## config.mk

```make
export PLATFORM = sky130hd
export DESIGN_NAME = tri_cal_sequencer
export DESIGN_NICKNAME = d
export VERILOG_FILES = /design/src/rtl/tri_cal_sequencer.sv
export SDC_FILE = /design/constraint.sdc
export NUM_CORES = 1
export LEC_CHECK = 0
export ABC_AREA = 0
export CAP_MARGIN = 20
export CELL_PAD_IN_SITES_DETAIL_PLACEMENT = 0
export CELL_PAD_IN_SITES_GLOBAL_PLACEMENT = 2
export CORE_MARGIN = 1.5
export CORE_UTILIZATION = 30
export DETAILED_ROUTE_END_ITERATION = 7
export PLACE_DENSITY = 0.73
export SLEW_MARGIN = 30
export SYNTH_ARGS = -nofsm -noshare
export SYNTH_HDL_FRONTEND = slang
export SYNTH_SLANG_ARGS = --single-unit
```

## constraint.sdc

```tcl
create_clock -name clk -period 2.8 [get_ports clk]
set_input_delay 0.84 -clock clk [delete_from_list [all_inputs] [get_ports clk]]
set_output_delay 0.84 -clock clk [all_outputs]
set_load 0.02 [all_outputs]
```

## src/rtl/tri_cal_sequencer.sv

```systemverilog
// tri_cal_sequencer: settle / min-max measure / evaluate sequencer that
// derives the mid-level threshold for the triangle integrator.
// Optional feature: define TRI_CAL_AUTO_RECAL_EN for periodic re-calibration
// every RECAL_PERIOD cycles spent in RUN.
module tri_cal_sequencer #(
  parameter int SETTLE_CYC   = 512,
  parameter int MEAS_CYC     = 1024,
  parameter int MIN_SPAN     = 16,
  parameter int RECAL_PERIOD = 1048576
) (
  input  logic       clk,
  input  logic       sys_rst,
  input  logic       start,
  input  logic       abort,
  input  logic [9:0] sample_in,
  input  logic       sample_vld,
  output logic       busy,
  output logic       done,
  output logic       span_err,
  output logic [9:0] threshold,
  output logic       thr_valid,
  output logic       trk_en,
  output logic [9:0] max_o,
  output logic [9:0] min_o,
  output logic [2:0] state_o
);

  localparam logic [2:0] S_IDLE    = 3'd0;
  localparam logic [2:0] S_SETTLE  = 3'd1;
  localparam logic [2:0] S_MEASURE = 3'd2;
  localparam logic [2:0] S_EVAL    = 3'd3;
  localparam logic [2:0] S_RUN     = 3'd4;

  // One counter serves both the settle window and the sample count.
  localparam int CMAX = (SETTLE_CYC > MEAS_CYC) ? SETTLE_CYC : MEAS_CYC;
  localparam int CW   = $clog2(CMAX + 1);

  logic [2:0]    state;
  logic [CW-1:0] cnt;
  logic [9:0]    wmax, wmin;
  logic [10:0]   span, sum;
  logic          auto_start;
  logic          start_acc;

`ifdef TRI_CAL_AUTO_RECAL_EN
  localparam int RW = $clog2(RECAL_PERIOD + 1);
  logic [RW-1:0] run_cnt;

  // RUN dwell counter; held at 0 outside RUN so it restarts on every entry.
  always_ff @(posedge clk) begin
    if (sys_rst || state != S_RUN) run_cnt <= '0;
    else                           run_cnt <= run_cnt + 1'b1;
  end

  assign auto_start = (state == S_RUN) && (run_cnt == RW'(RECAL_PERIOD - 1));
`else
  // Period parameter stays in the port list so both builds share one interface.
  assign auto_start = (RECAL_PERIOD < 0);
`endif

  assign start_acc = (start || auto_start) && (state == S_IDLE || state == S_RUN);
  assign span      = {1'b0, wmax} - {1'b0, wmin};
  assign sum       = {1'b0, wmax} + {1'b0, wmin};
  assign trk_en    = thr_valid;
  assign state_o   = state;

  // Sequencer FSM plus all registered outputs; abort beats every transition.
  always_ff @(posedge clk) begin
    if (sys_rst) begin
      state     <= S_IDLE;
      cnt       <= '0;
      wmax      <= '0;
      wmin      <= '0;
      busy      <= 1'b0;
      done      <= 1'b0;
      span_err  <= 1'b0;
      threshold <= '0;
      thr_valid <= 1'b0;
      max_o     <= '0;
      min_o     <= '0;
    end else begin
      done <= 1'b0;
      if (abort) begin
        state     <= S_IDLE;
        busy      <= 1'b0;
        thr_valid <= 1'b0;
      end else begin
        case (state)
          S_IDLE, S_RUN: begin
            if (start_acc) begin
              state    <= S_SETTLE;
              busy     <= 1'b1;
              cnt      <= '0;
              span_err <= 1'b0;
              wmax     <= 10'd0;
              wmin     <= 10'd1023;
            end
          end
          S_SETTLE: begin
            if (cnt == CW'(SETTLE_CYC - 1)) begin
              state <= S_MEASURE;
              cnt   <= '0;
            end else begin
              cnt <= cnt + 1'b1;
            end
          end
          S_MEASURE: begin
            if (sample_vld) begin
              if (sample_in > wmax) wmax <= sample_in;
              if (sample_in < wmin) wmin <= sample_in;
              if (cnt == CW'(MEAS_CYC - 1)) state <= S_EVAL;
              else                          cnt   <= cnt + 1'b1;
            end
          end
          S_EVAL: begin
            done  <= 1'b1;
            busy  <= 1'b0;
            max_o <= wmax;
            min_o <= wmin;
            if (span >= 11'(MIN_SPAN)) begin
              threshold <= sum[10:1];
              thr_valid <= 1'b1;
              state     <= S_RUN;
            end else begin
              // A failed re-cal keeps the previous good threshold in service.
              span_err <= 1'b1;
              state    <= thr_valid ? S_RUN : S_IDLE;
            end
          end
          default: begin
            state <= S_IDLE;
            busy  <= 1'b0;
          end
        endcase
      end
    end
  end

endmodule

```

# Yosys cells after proc, flatten, opt, wreduce, memory -nomap -nowiden
# Index checks and enable logic that the tools add are counted.
# word_totals
register_bits	68
mem_bits_rw	0
n_memories	0
in_bits	15
latchBits	0
output_inout_bits	38
elab_cells	77
rom_bits	0
# classes
div_mod_pow	0
mul	0
n_reduce_logical	18
n_lt_le_gt_ge	3
bitwise	2
mux	26
shifts	0
n_eq_ne	14
addsub	3
# ops
operator	count
10-bit two-way mux	6
11-bit two-way mux	4
10-bit one-hot mux with 2 select lines	2
11-bit one-hot mux with 3 select lines	1
3-bit two-way mux	6
2-bit != test (second input constant)	8
5-bit AND reduction	3
3-bit one-hot mux with 4 select lines	1
10-bit by 10-bit adder with 11-bit output	1
11-bit by 1-bit adder with 11-bit output (second input constant)	1
11-bit by 10-bit equality test with 1-bit output (second input constant)	1
11-bit by 9-bit equality test with 1-bit output (second input constant)	1
11-bit by 5-bit >= comparator with 1-bit output (second input constant)	1
10-bit by 10-bit subtractor with 11-bit output	1
10-bit > comparator	1
10-bit < comparator	1
4-bit AND reduction	2
3-bit by 2-bit equality test with 1-bit output (second input constant)	2
2-bit AND reduction	3
2-bit OR reduction	3
1-bit two-way mux	4
1-bit one-hot mux with 2 select lines	2
2-bit nonzero test	2
3-bit by 1-bit equality test with 1-bit output (second input constant)	1
other kinds (7)	8

# Depth between registers and ports, before layout
# logic_depth
ltp_word	5
ltp_mapped	12
mapped_depth_nobuf	10

# Worst setup path after synthesis
# Ideal clock, no wire load.
# synth_path
path_type	reg-to-reg
start	register wmin[4]
end	register threshold[0]
setup_time_ps	116
arrival_time_ps	2661
period_less_slack_ps	2777
required_ps	2684
n_path_buf	3
path_stages_with_launch	13
path_slack_ps	23
path_cell_list	dfxtp_1 -> inv_1 -> ha_1 -> buf_4 -> a21oi_1 -> o21ai_1 -> a41oi_2 -> mux2_1 -> or4_4 -> buf_6 -> o21a_1 -> buf_6 -> o211a_1
# synth_between
elab_chain_len	3
# synth_lines
item	line_no	text
start: declaration	40	logic [9:0] wmax, wmin;
start signal: assignment	110	if (sample_in < wmin) wmin <= sample_in;
10-bit by 10-bit subtractor with 11-bit output	62	assign span = {1'b0, wmax} - {1'b0, wmin};
11-bit by 5-bit >= comparator with 1-bit output	120	if (span >= 11'(MIN_SPAN)) begin
3-bit AND reduction (no source line)	n/a	
end signal: assignment	121	threshold <= sum[10:1];
end: declaration	20	output logic [9:0] threshold,
# Every way passes these cells.
# A chain may end at the register's enable or synchronous reset.

# Final worst setup path
# layout_path
start	register wmin[2]
end	register threshold[1]
# layout_between
elab_chain_len	3
elab_cells_between_ends	4
classes_between	add/sub: 2; order compare: 1; reduce/logical: 1
# layout_lines
item	line_no
10-bit by 10-bit subtractor with 11-bit output	62
11-bit by 5-bit >= comparator with 1-bit output	120
3-bit AND reduction (no source line)	n/a
# Parallel ways exist; a longest one is shown, timed or not.

==> flow_summary.json <==
{
  "status": "completed",
  "syn-cell-area_um2": 3925,
  "area_growth_pct": 39.53,
  "crit_path_max_fanout": 9,
  "drc_errors": 0,
  "row_count": 41,
  "clk_pin_slew_ns": 0.06,
  "crit_required_ns": 3.08,
  "drt_first_iter_violations": 174,
  "start_util_pct": 30.98,
  "die_area_um2": 13780,
  "slew_headroom_pct": 62.83,
  "timing.rr.end": "threshold[1]",
  "final_net_count": 632,
  "worst_clock_skew_ns": 0.006638,
  "min_period_ns": 2.708,
  "hp-start": "threshold[2]",
  "globalplace.congestion": 0.8465,
  "async_flop_share_pct": 0,
  "timing.final.crit_share_pct": 96.73,
  "io_pins": 53,
  "critPathCaptureType": "flop",
  "hold_path_end": "threshold[2]",
  "yosysTopAreaCell": "dfxtp_1",
  "layout-drive-gt1-share_pct": 16.87,
  "wl_per_cell_um": 14.83,
  "setup_viol_count_final": 0,
  "cts_tree": "done",
  "clockRootBuffer": "clkbuf_16",
  "rsz0062_at_grt": "false",
  "p_int_mw": 2.051,
  "critical_path.cell_chain": "inv_1 > ha_1 > o21ai_2 > a21oi_4 > a41oi_2 > mux2_1 > or4_4 > buf_4 > o211ai_1 > o211a_1",
  "worstReg2RegStart": "wmin[2]",
  "dpl_cell_area_um2": 5065,
  "start_kind": "flop",
  "whs_path_depth": 2,
  "yosysUniqueCellTypes": 61,
  "via_per_inst": 4.855,
  "fmax_ghz": 0.3692,
  "synth_top_area_share_pct": 34.68,
  "setup_tns_ns": 0,
  "synth_edf_count": 0,
  "p_sw_share_pct": 23.57,
  "tightest_slew_ns": 0.5538,
  "pwr-share-comb_pct": 13.6,
  "synth_fp_nets": 522,
  "r2r_slack_ns": 0.09,
  "vdd_drop_max_mv": 0.2760,
  "hold_buffers": 0,
  "grt_overflow": 0,
  "crit_arrival_ns": 2.99,
  "antenna_left": 0,
  "slowest_delay_ns": 0.55,
  "reg2reg_depth": 10,
  "stdcell_area_um2": 5477,
  "final_common_cell": "dfxtp_1",
  "core_um2": 12670,
  "nFillCells": 1309,
  "multi_input_area_um2": 2362,
  "p_switching_uw": 632.4,
  "power_density_nw_per_um2": 490.0,
  "yosysWarningCount": 0,
  "wl_mm": 11.17,
  "synth.area.top_cells": "dfxtp_1, ha_1, a21oi_1",
  "p_leak_nw": 2.159,
  "critical_path_class": "flop to flop",
  "place.detailed.hpwl_mm": 8.625,
  "fp.dieH_um": 117.4,
  "grt_pass1_wl_mm": 17.85,
  "cts.sinks": 68,
  "final-hold-violation-count": 0,
  "insertion_delay_ns": 0.34,
  "grt_pass1_vias": 3428,
  "ys_ff_latch": 68,
  "cts_buffers": 9,
  "ys_seq_area_share_pct": 34.68,
  "ys.flop_type": "dfxtp_1",
  "p_clk_share_pct": 49.4,
  "fp.dieW_um": 117.4,
  "diodes": 0,
  "critPathSlowestCell": "or4_4",
  "synth_cells": 466,
  "seq_area_um2": 1361,
  "maxCapViolCount": 0,
  "drtPass1Iterations": 4,
  "clk_path_buf_depth": 2,
  "final_cell_mix": "dfxtp_1, nand2_1, buf_4",
  "syn_area_per_cell_um2": 8.423,
  "grt_usage_pct": 16.45,
  "antenna_found_initial": 0,
  "grt_max_degree": 39,
  "h-tree-depth": 3,
  "power_frac_seq_pct": 37.1,
  "vias": 3656,
  "drv_slew": 0,
  "io_buffers": 52,
  "worstHoldPathType": "flop to flop"
}
## kinds of logic (layout without fill, tap and decap cells)
family / Yosys count / after routing / share of synthesized area (%)
DFF: 68 / 68 / 34.68
adders and majority gates: 41 / 41 / 13.26
AOI/OAI and AO/OA: 136 / 136 / 23.40
and+or+nand+nor: 142 / 142 / 17.09
muxes: 6 / 6 / 1.562
xor gates and xnor gates: 16 / 16 / 3.762
buffers and inverters: 57 / 172 / 6.248
## cell type report
class	count	area share (%)
multi-input cells	341	43.13
clock buffers	10	4.364
well taps	172	3.930
repair buffers	119	19.15
clock inverters	6	2.033
inverters	37	2.536
flip-flops and latches	68	24.86
## worst max-delay path by stage
stage                      start            to
floorplan                wmin[4]  threshold[0]
global placement    sample_in[0]       wmax[1]
detailed placement  sample_in[1]       wmax[4]
CTS                 sample_in[1]       wmax[6]
global route             wmin[2]  threshold[0]
finish                   wmin[2]  threshold[1]
## metrics by stage
step                      hold slack [ns]  total power [mW]  setup slack (ns)  std cells  util, %
final                              0.4443             2.683           0.09164        753    43.22
after global routing               0.4792             2.799          0.005216        753    43.22
after CTS                          0.4517             2.704           0.02202        752    42.75
after detailed placement           0.4426             1.368           -0.3168        736    39.97
after global placement             0.4427             1.367           -0.2811        736    39.97
after floorplan                    0.4486             1.213           0.02302        466        -
## layer usage
metal | up-vias | track usage, % | wire length, um
met1 | 1689 | 22.46 | 5608
met3 | 13 | 3.696 | 491
li1 | 1884 | - | -
met5 | - | 0 | 0
met4 | 0 | 6.404 | 183
met2 | 70 | 25.15 | 4885
## power groups by stage
stage / Combinational [mW] / Clock [mW] / Sequential, mW
after floorplan: 0.197 / 0 / 1.02
after detailed placement: 0.353 / 0 / 1.02
after global routing: 0.405 / 1.40 / 0.996
after CTS: 0.355 / 1.35 / 0.994
after global placement: 0.352 / 0 / 1.01
final: 0.365 / 1.32 / 0.994
## worst max-delay path, delay by kind of cell, from the launching register on
family                     cells  cell delay [ns]
muxes                          1             0.36
DFF                            1             0.34
AOI/OAI and AO/OA              5             0.84
buffers and inverters          2             0.26
and+or+nand+nor                1             0.55
adders and majority gates      1             0.30
## synth_stat cells, types with 4 or more instances
| cell type | number |
|---|---|
| dfxtp_1 | 68 |
| nand2_1 | 66 |
| a21oi_1 | 53 |
| ha_1 | 40 |
| inv_1 | 36 |
| nor2_1 | 26 |
| clkbuf_1 | 13 |
| nor3_1 | 11 |
| o21ai_0 | 11 |
| a22o_1 | 10 |
| a311oi_1 | 10 |
| nand2b_1 | 10 |
| xnor2_1 | 10 |
| o21a_1 | 8 |
| o211ai_1 | 6 |
| mux2i_1 | 5 |
| nand4_1 | 5 |
| xor2_1 | 5 |
| a31oi_1 | 4 |
| buf_4 | 4 |
| o211a_1 | 4 |
| o21ai_1 | 4 |
## repair_timing
item	in CTS	in global routing
pin swaps	0	1
resized for setup	1	10
buffers inserted	0	1
endpoints found under the setup margin	4	23
## flip-flops by register name (all words and copies together) (netlist names)
register and count:
wmin 10, span_err 1, wmax 10, state_o 3, busy 1, min_o 10
max_o 10, thr_valid 1, threshold 10, done 1, cnt 11
(Power assumes the default switching activity.)
==> variant 1 (same flow settings) <==
Add a define of `TRI_CAL_AUTO_RECAL_EN`.
--- a/src/rtl/tri_cal_sequencer.sv
+++ b/src/rtl/tri_cal_sequencer.sv
@@ -4,2 +4,4 @@
 // every RECAL_PERIOD cycles spent in RUN.
+`define TRI_CAL_AUTO_RECAL_EN
+
 module tri_cal_sequencer #(
Formal check against the unedited RTL: no difference found for any inputs over 10 cycles, from zero or initial values and one cycle with sys_rst high; that may be too few to reach the edited logic, so the function may still have changed.
==> variant 1 against the unedited design <==
- routed wire length up 24%
- combinational power fell by 13%
- total power is 8.2% higher
- worst setup slack improved by 0.010 ns
- sequential cell count rose by 21
- fmax increased by 0.38%
- highest routed layer unchanged
- first-iteration DRC count rose by 51%
- via count rose by 23%
- global-route usage is 0.11 points lower
- synthesized cell count increased by 26%
- cell area is 15% higher
- register-to-register slack improved by 0.14 ns
- critical path depth shrank 2
- area after synthesis is 26% higher
==> variant 1: results (changes against the unedited design) <==
| Group | Parameter | Reported | Change |
|---|---|---|---|
| power and ir drop | Max VDD drop | 0.000307 V | +11% |
| detailed routing | Avg WL per Cell | 15.7 um | +5.8% |
| yosys | Number of distinct standard cells referenced by the synthesized netlist | 66 | +8.2% |
| finish | Antenna diode count | 0 | unchanged |
| placement | Number of instances in the placed design | 866 | +18% |
| global route | GR met1 Demand/Resource | 0.226 | +0.00124 |
| detailed routing | Detailed Route Iter0 Violations | 263 | +51% |
| clocking | Max clock buf depth | 2 | unchanged |
| global route | Met2 track demand over resource | 0.255 | +0.00338 |
| worst setup path | End of the worst register-to-register path | cnt[2] |  |
| yosys | Cell types with the highest counts after synthesis | 89 x dfxtp_1, 55 x nand2_1, 47 x a21oi_1 |  |
| worst setup path | CP max FO | 5 | -4 |
| worst hold path | Hold depth | 1 | -1 |
| placement | GPL Wtd Cong | 0.798 | -5.7% |
| placement | HPWL reported at the end of detailed placement | 10100 um | +18% |
| timing | Worst slew slack as a fraction of its limit | 0.343 | -0.286 |
| global route | All-layer global routing usage | 0.163 | -0.00108 |
| yosys | XOR/XNOR Fraction of Synth Area | 0.0426 | +0.00495 |
| timing | Final Skew | 0.00633 ns | -0.000308 ns |
| worst setup path | Worst reg2reg path startpoint | run_cnt[13] |  |
| global route | Met3 usage | 0.0224 | -0.0146 |
| global route | Global route total overflow | 0 | unchanged |
| worst setup path | Cell with the largest stage delay on the worst path | clkdlybuf4s50_1 |  |
| power and ir drop | Leakage power summed over all cells | 2.34 nW | +8.2% |
| detailed routing | Total met2 wirelength after detailed routing | 6140 um | +26% |
| yosys | Post-Syn Area per Cell | 8.40 um2 | -0.28% |
| global route | Number of global-route vias before repair | 4412 | +29% |
| yosys | Largest family of logic cells by synthesized area | simple AND/OR/NAND/NOR gates |  |
| worst hold path | Worst Hold Path EP | run_cnt[0] |  |
| finish | Share of cells above drive strength 1 | 0.126 | -0.0427 |
| power and ir drop | Internal Power | 2.15 mW | +5.0% |
| yosys | Proportion of synthesized chip area in sequential cells | 0.361 | +0.0140 |
| worst setup path | Reg2reg path depth | 7 | -3 |
| power and ir drop | Sequential power | 1.30 mW | +31% |
| power and ir drop | Sequential power share | 0.446 | +0.075 |
| worst hold path | Hold Startpoint | run_cnt[0] |  |
| clocking | Number of cells upsized or downsized after cts | 2 | +1 |
| worst setup path | Minimum setup slack among reg-to-reg paths | 0.23 ns | +0.14 ns |
| worst setup path | Setup crit end | wmin[9] |  |
| detailed routing | Detailed-route vias per instance | 5.10 | +5.0% |
| worst setup path | Worst setup path startpoint | sample_in[6] |  |
| finish | Fill cell count | 1662 | +27% |
| detailed routing | Routed wire length | 13900 um | +24% |
| timing | Tightest hold margin | 0.436 ns | -0.00824 ns |
| yosys | Post-synthesis mux area share | 0.00203 | -0.0136 |
| global route | Global-route wire length before repair | 22700 um | +27% |
| power and ir drop | Combinational share of power | 0.109 | -0.027 |
| yosys | Synthesized netlist net count | 645 | +24% |
| worst setup path | Data arrival at the endpoint of the critical path | 2.93 ns | -0.06 ns |
| global route | Maximum number of pins on one net before global-route repair | 59 | +51% |
| run status | Run status | finished, final reports clean |  |
==> variant 1: changes by cell type in the layout (fill, tap and decap cells not counted), moves of 8 or more <==
cell	delta
nor3_1	+8
and3_1	+10
nand2_1	-12
o31ai_1	+16
dfxtp_1	+21
a22o_1	-10
buf_4	-21
o221a_1	+10
xor2_1	+11
nand3_1	+26
nor2_1	+16
a311oi_1	-10
==> variant 1: per-stage QoR <==
stage,utilization,setup slack (ns)
finish,0.394,0.102
global route,0.394,0.0218
CTS,0.391,0.0179
detailed placement,0.371,-0.504
global placement,0.371,-0.427
floorplan,-,0.158
==> variant 1: final cells by class <==
type,instances,area share
sequential,89,0.283
clock buffer,10,0.0379
tap,216,0.0429
timing repair buffer,97,0.138
inverter,38,0.0226
multi-input combinational,427,0.463
clock inverter,6,0.0119
==> variant 1: worst reg2reg max path, stage by stage (launching register included) <==
cell,delay [ns]
dfxtp_1,0.39
nand4_2,0.14
or3_4,0.41
o31a_4,0.29
buf_4,0.17
or4_4,0.57
or3b_1,0.39
a21oi_1,0.14
==> variant 2 (same settings) <==
Made on the original files. Register the output `min_o` once more, with the module's reset; this adds one clock of latency there. The other outputs are not delayed to match.
--- a/src/rtl/tri_cal_sequencer.sv
+++ b/src/rtl/tri_cal_sequencer.sv
@@ -36,2 +36,4 @@
   localparam int CW   = $clog2(CMAX + 1);
+
+  logic [9:0] min_s0;
 
@@ -79,3 +81,3 @@
       max_o     <= '0;
-      min_o     <= '0;
+      min_s0    <= '0;
     end else begin
@@ -118,3 +120,3 @@
             max_o <= wmax;
-            min_o <= wmin;
+            min_s0 <= wmin;
             if (span >= 11'(MIN_SPAN)) begin
@@ -138,2 +140,10 @@
 
+  always_ff @(posedge clk) begin
+    if (sys_rst) begin
+      min_o <= '0;
+    end else begin
+      min_o <= min_s0;
+    end
+  end
+
 endmodule
Check against the original RTL: same outputs for any inputs over 10 cycles, from zero or initial values and one cycle with sys_rst high; that may be too few to reach the edited logic, so the function may still have changed.
==> variant 2 against the unedited design <==
- worst hold slack better by 0.0042 ns
- routed wire length fell by 0.67%
- register-to-register slack gained 0.21 ns
- worst setup slack better by 0.028 ns
- area after synthesis rose by 4.6%
- sequential cell count rose by 10
- total power grew 1.9%
- combinational power shrank 19%
- cell area decreased by 2.4%
- highest routed layer unchanged
==> variant 2: results (changes against the unedited design) <==
| Group | Parameter | Reported | Change |
|---|---|---|---|
| run status | Run status | finished, final reports clean |  |
| worst setup path | Worst reg2reg path startpoint | wmin[2] |  |
| global route | Number of global-route vias before repair | 3451 | +0.67% |
| yosys | Top cells by area, synth | dfxtp_1 38%, ha_1 12%, a21oi_1 5.6% |  |
| yosys | Proportion of synthesized chip area in sequential cells | 0.380 | +0.0334 |
| finish | Max reg flops | 11 | unchanged |
| worst setup path | Reg2reg path depth | 8 | -2 |
| worst hold path | Tightest Hold Check Type | reg2reg |  |
| clocking | Htree depth | 3 | unchanged |
| worst hold path | Worst Hold Path EP | min_s0[2] |  |
| finish | Antenna diode count | 0 | unchanged |
| global route | All-layer global routing usage | 0.162 | -0.00262 |
| finish | Share of cells above drive strength 1 | 0.147 | -0.0216 |
| detailed routing | Detailed Route Iter0 Violations | 196 | +13% |
| worst setup path | Cell with the largest stage delay on the worst path | clkdlybuf4s50_1 |  |
| clocking | Number of cells upsized or downsized after cts | 0 | -1 |
| placement | Number of buffers added on ports | 52 | unchanged |
| detailed routing | Avg WL per Cell | 15.4 um | +3.9% |
| timing | Tightest hold margin | 0.448 ns | +0.00417 ns |
| global route | Maximum number of pins on one net before global-route repair | 32 | -18% |
| placement | Pre-CTS WS | -0.292 ns | +0.0247 ns |
| placement | Cell area after placement | 0.00498 mm2 | -1.8% |
| yosys | Async set-or-reset flop fraction in the synthesized netlist | 0 | unchanged |
| timing | Worst slew slack as a fraction of its limit | 0.659 | +0.0303 |
| worst setup path | Worst setup path startpoint | sample_in[5] |  |
| global route | Global-route wire length before repair | 18300 um | +2.8% |
| worst hold path | Hold Startpoint | min_s0[2] |  |
| finish | Final Net Count | 595 | -5.9% |
| yosys | Number of distinct standard cells referenced by the synthesized netlist | 57 | -6.6% |
| clocking | Max clock buf depth | 2 | unchanged |
| power and ir drop | Leakage power summed over all cells | 2.02 nW | -6.6% |
| worst setup path | CP max FO | 10 | +1 |
| placement | GPL Wtd Cong | 0.814 | -3.9% |
| finish | Fill cell count | 1354 | +3.4% |
| clocking | Post-CTS setup buffers | 0 | unchanged |
| power and ir drop | Max VDD drop | 0.000235 V | -15% |
| timing | Hold Violations, Final | 0 | unchanged |
| clocking | Buffer type at the clock tree root | clkbuf_16 |  |
| timing | Final Skew | 0.00642 ns | -0.000221 ns |
| worst setup path | Minimum setup slack among reg-to-reg paths | 0.30 ns | +0.21 ns |
| placement | HPWL reported at the end of detailed placement | 8450 um | -2.0% |
| worst setup path | Largest delay contributor family on the critical path | buffers and inverters |  |
| worst setup path | Data arrival at the endpoint of the critical path | 2.91 ns | -0.08 ns |
| yosys | Synthesized netlist net count | 530 | +1.5% |
| yosys | Cell types with the highest counts after synthesis | 78 x dfxtp_1, 60 x nand2_1, 46 x a21oi_1 |  |
| clocking | TritonCTS Buffers | 9 | unchanged |
| detailed routing | Count of vias placed by the detailed router | 3576 | -2.2% |
| worst setup path | End of the worst register-to-register path | threshold[8] |  |
| detailed routing | Number of optimization iterations in the first detailed-route pass | 5 | +1 |
[variant 2: cell count changes after synthesis, moves of 9 or more]
cell      change
nor2b_1      +11
o221a_2      +11
a22o_1       -10
dfxtp_1      +10
a211oi_1      +9
a311oi_1      -9
nor4b_1       +9
[variant 2: area by class of cell]
cell class	instances	area (um2)	share of cell area
clock buffers	10	239	0.0447
repair buffers	82	768	0.144
inverters	28	105	0.0197
flip-flops and latches	78	1560	0.292
multi-input cells	340	2360	0.441
clock inverters	6	92.6	0.0173
well taps	176	220	0.0412
[variant 2: per-layer routing]
layer | wire length, um | vias to the layer above | track usage
met5 | 0 | - | 0
met1 | 5680 | 1665 | 0.232
met2 | 4790 | 76 | 0.239
met4 | 197 | 0 | 0.0603
li1 | - | 1821 | -
met3 | 435 | 14 | 0.0318
[variant 2: tightest hold or removal path: stages, from the launching register on]
cell and delay, ns:
dfxtp_1 0.30, nand2_1 0.05, a21oi_1 0.05
[variant 2: logic make-up after synthesis]
| family | synth area share |
|---|---|
| AO/OA/AOI/OAI | 0.205 |
| XOR/XNOR | 0.0320 |
| adder cells (fa/ha/maj) | 0.127 |
| buffers and inverters | 0.0551 |
| flip-flops | 0.380 |
| multiplexers | 0.00488 |
| AND/OR/NAND/NOR | 0.196 |
[variant 2: worst max-delay path by stage]
stage / cells past startpoint / slack [ns] / end
after floorplan: 7 / 0.31 / wmin[1]
after global placement: 8 / -0.26 / wmin[1]
after detailed placement: 8 / -0.29 / wmin[5]
after CTS: 8 / 0.05 / wmin[4]
after global routing: 10 / 0.0009 / wmax[4]
final: 9 / 0.12 / wmin[4]
[variant 2: per-stage QoR]
stage	TNS [ns]	std cells
6_report	0	720
5_1_grt	0	720
4_1_cts	0	720
3_5_place_dp	-4.74	704
3_3_place_gp	-4.08	704
2_1_floorplan	0	474
[variant 2: report_power, final]
part	total (mW)	leakage [nW]	switching (mW)	internal (mW)
Sequential	1.15	0.631	0.0229	1.13
Combinational	0.295	1.23	0.163	0.133
Clock	1.29	0.156	0.479	0.811
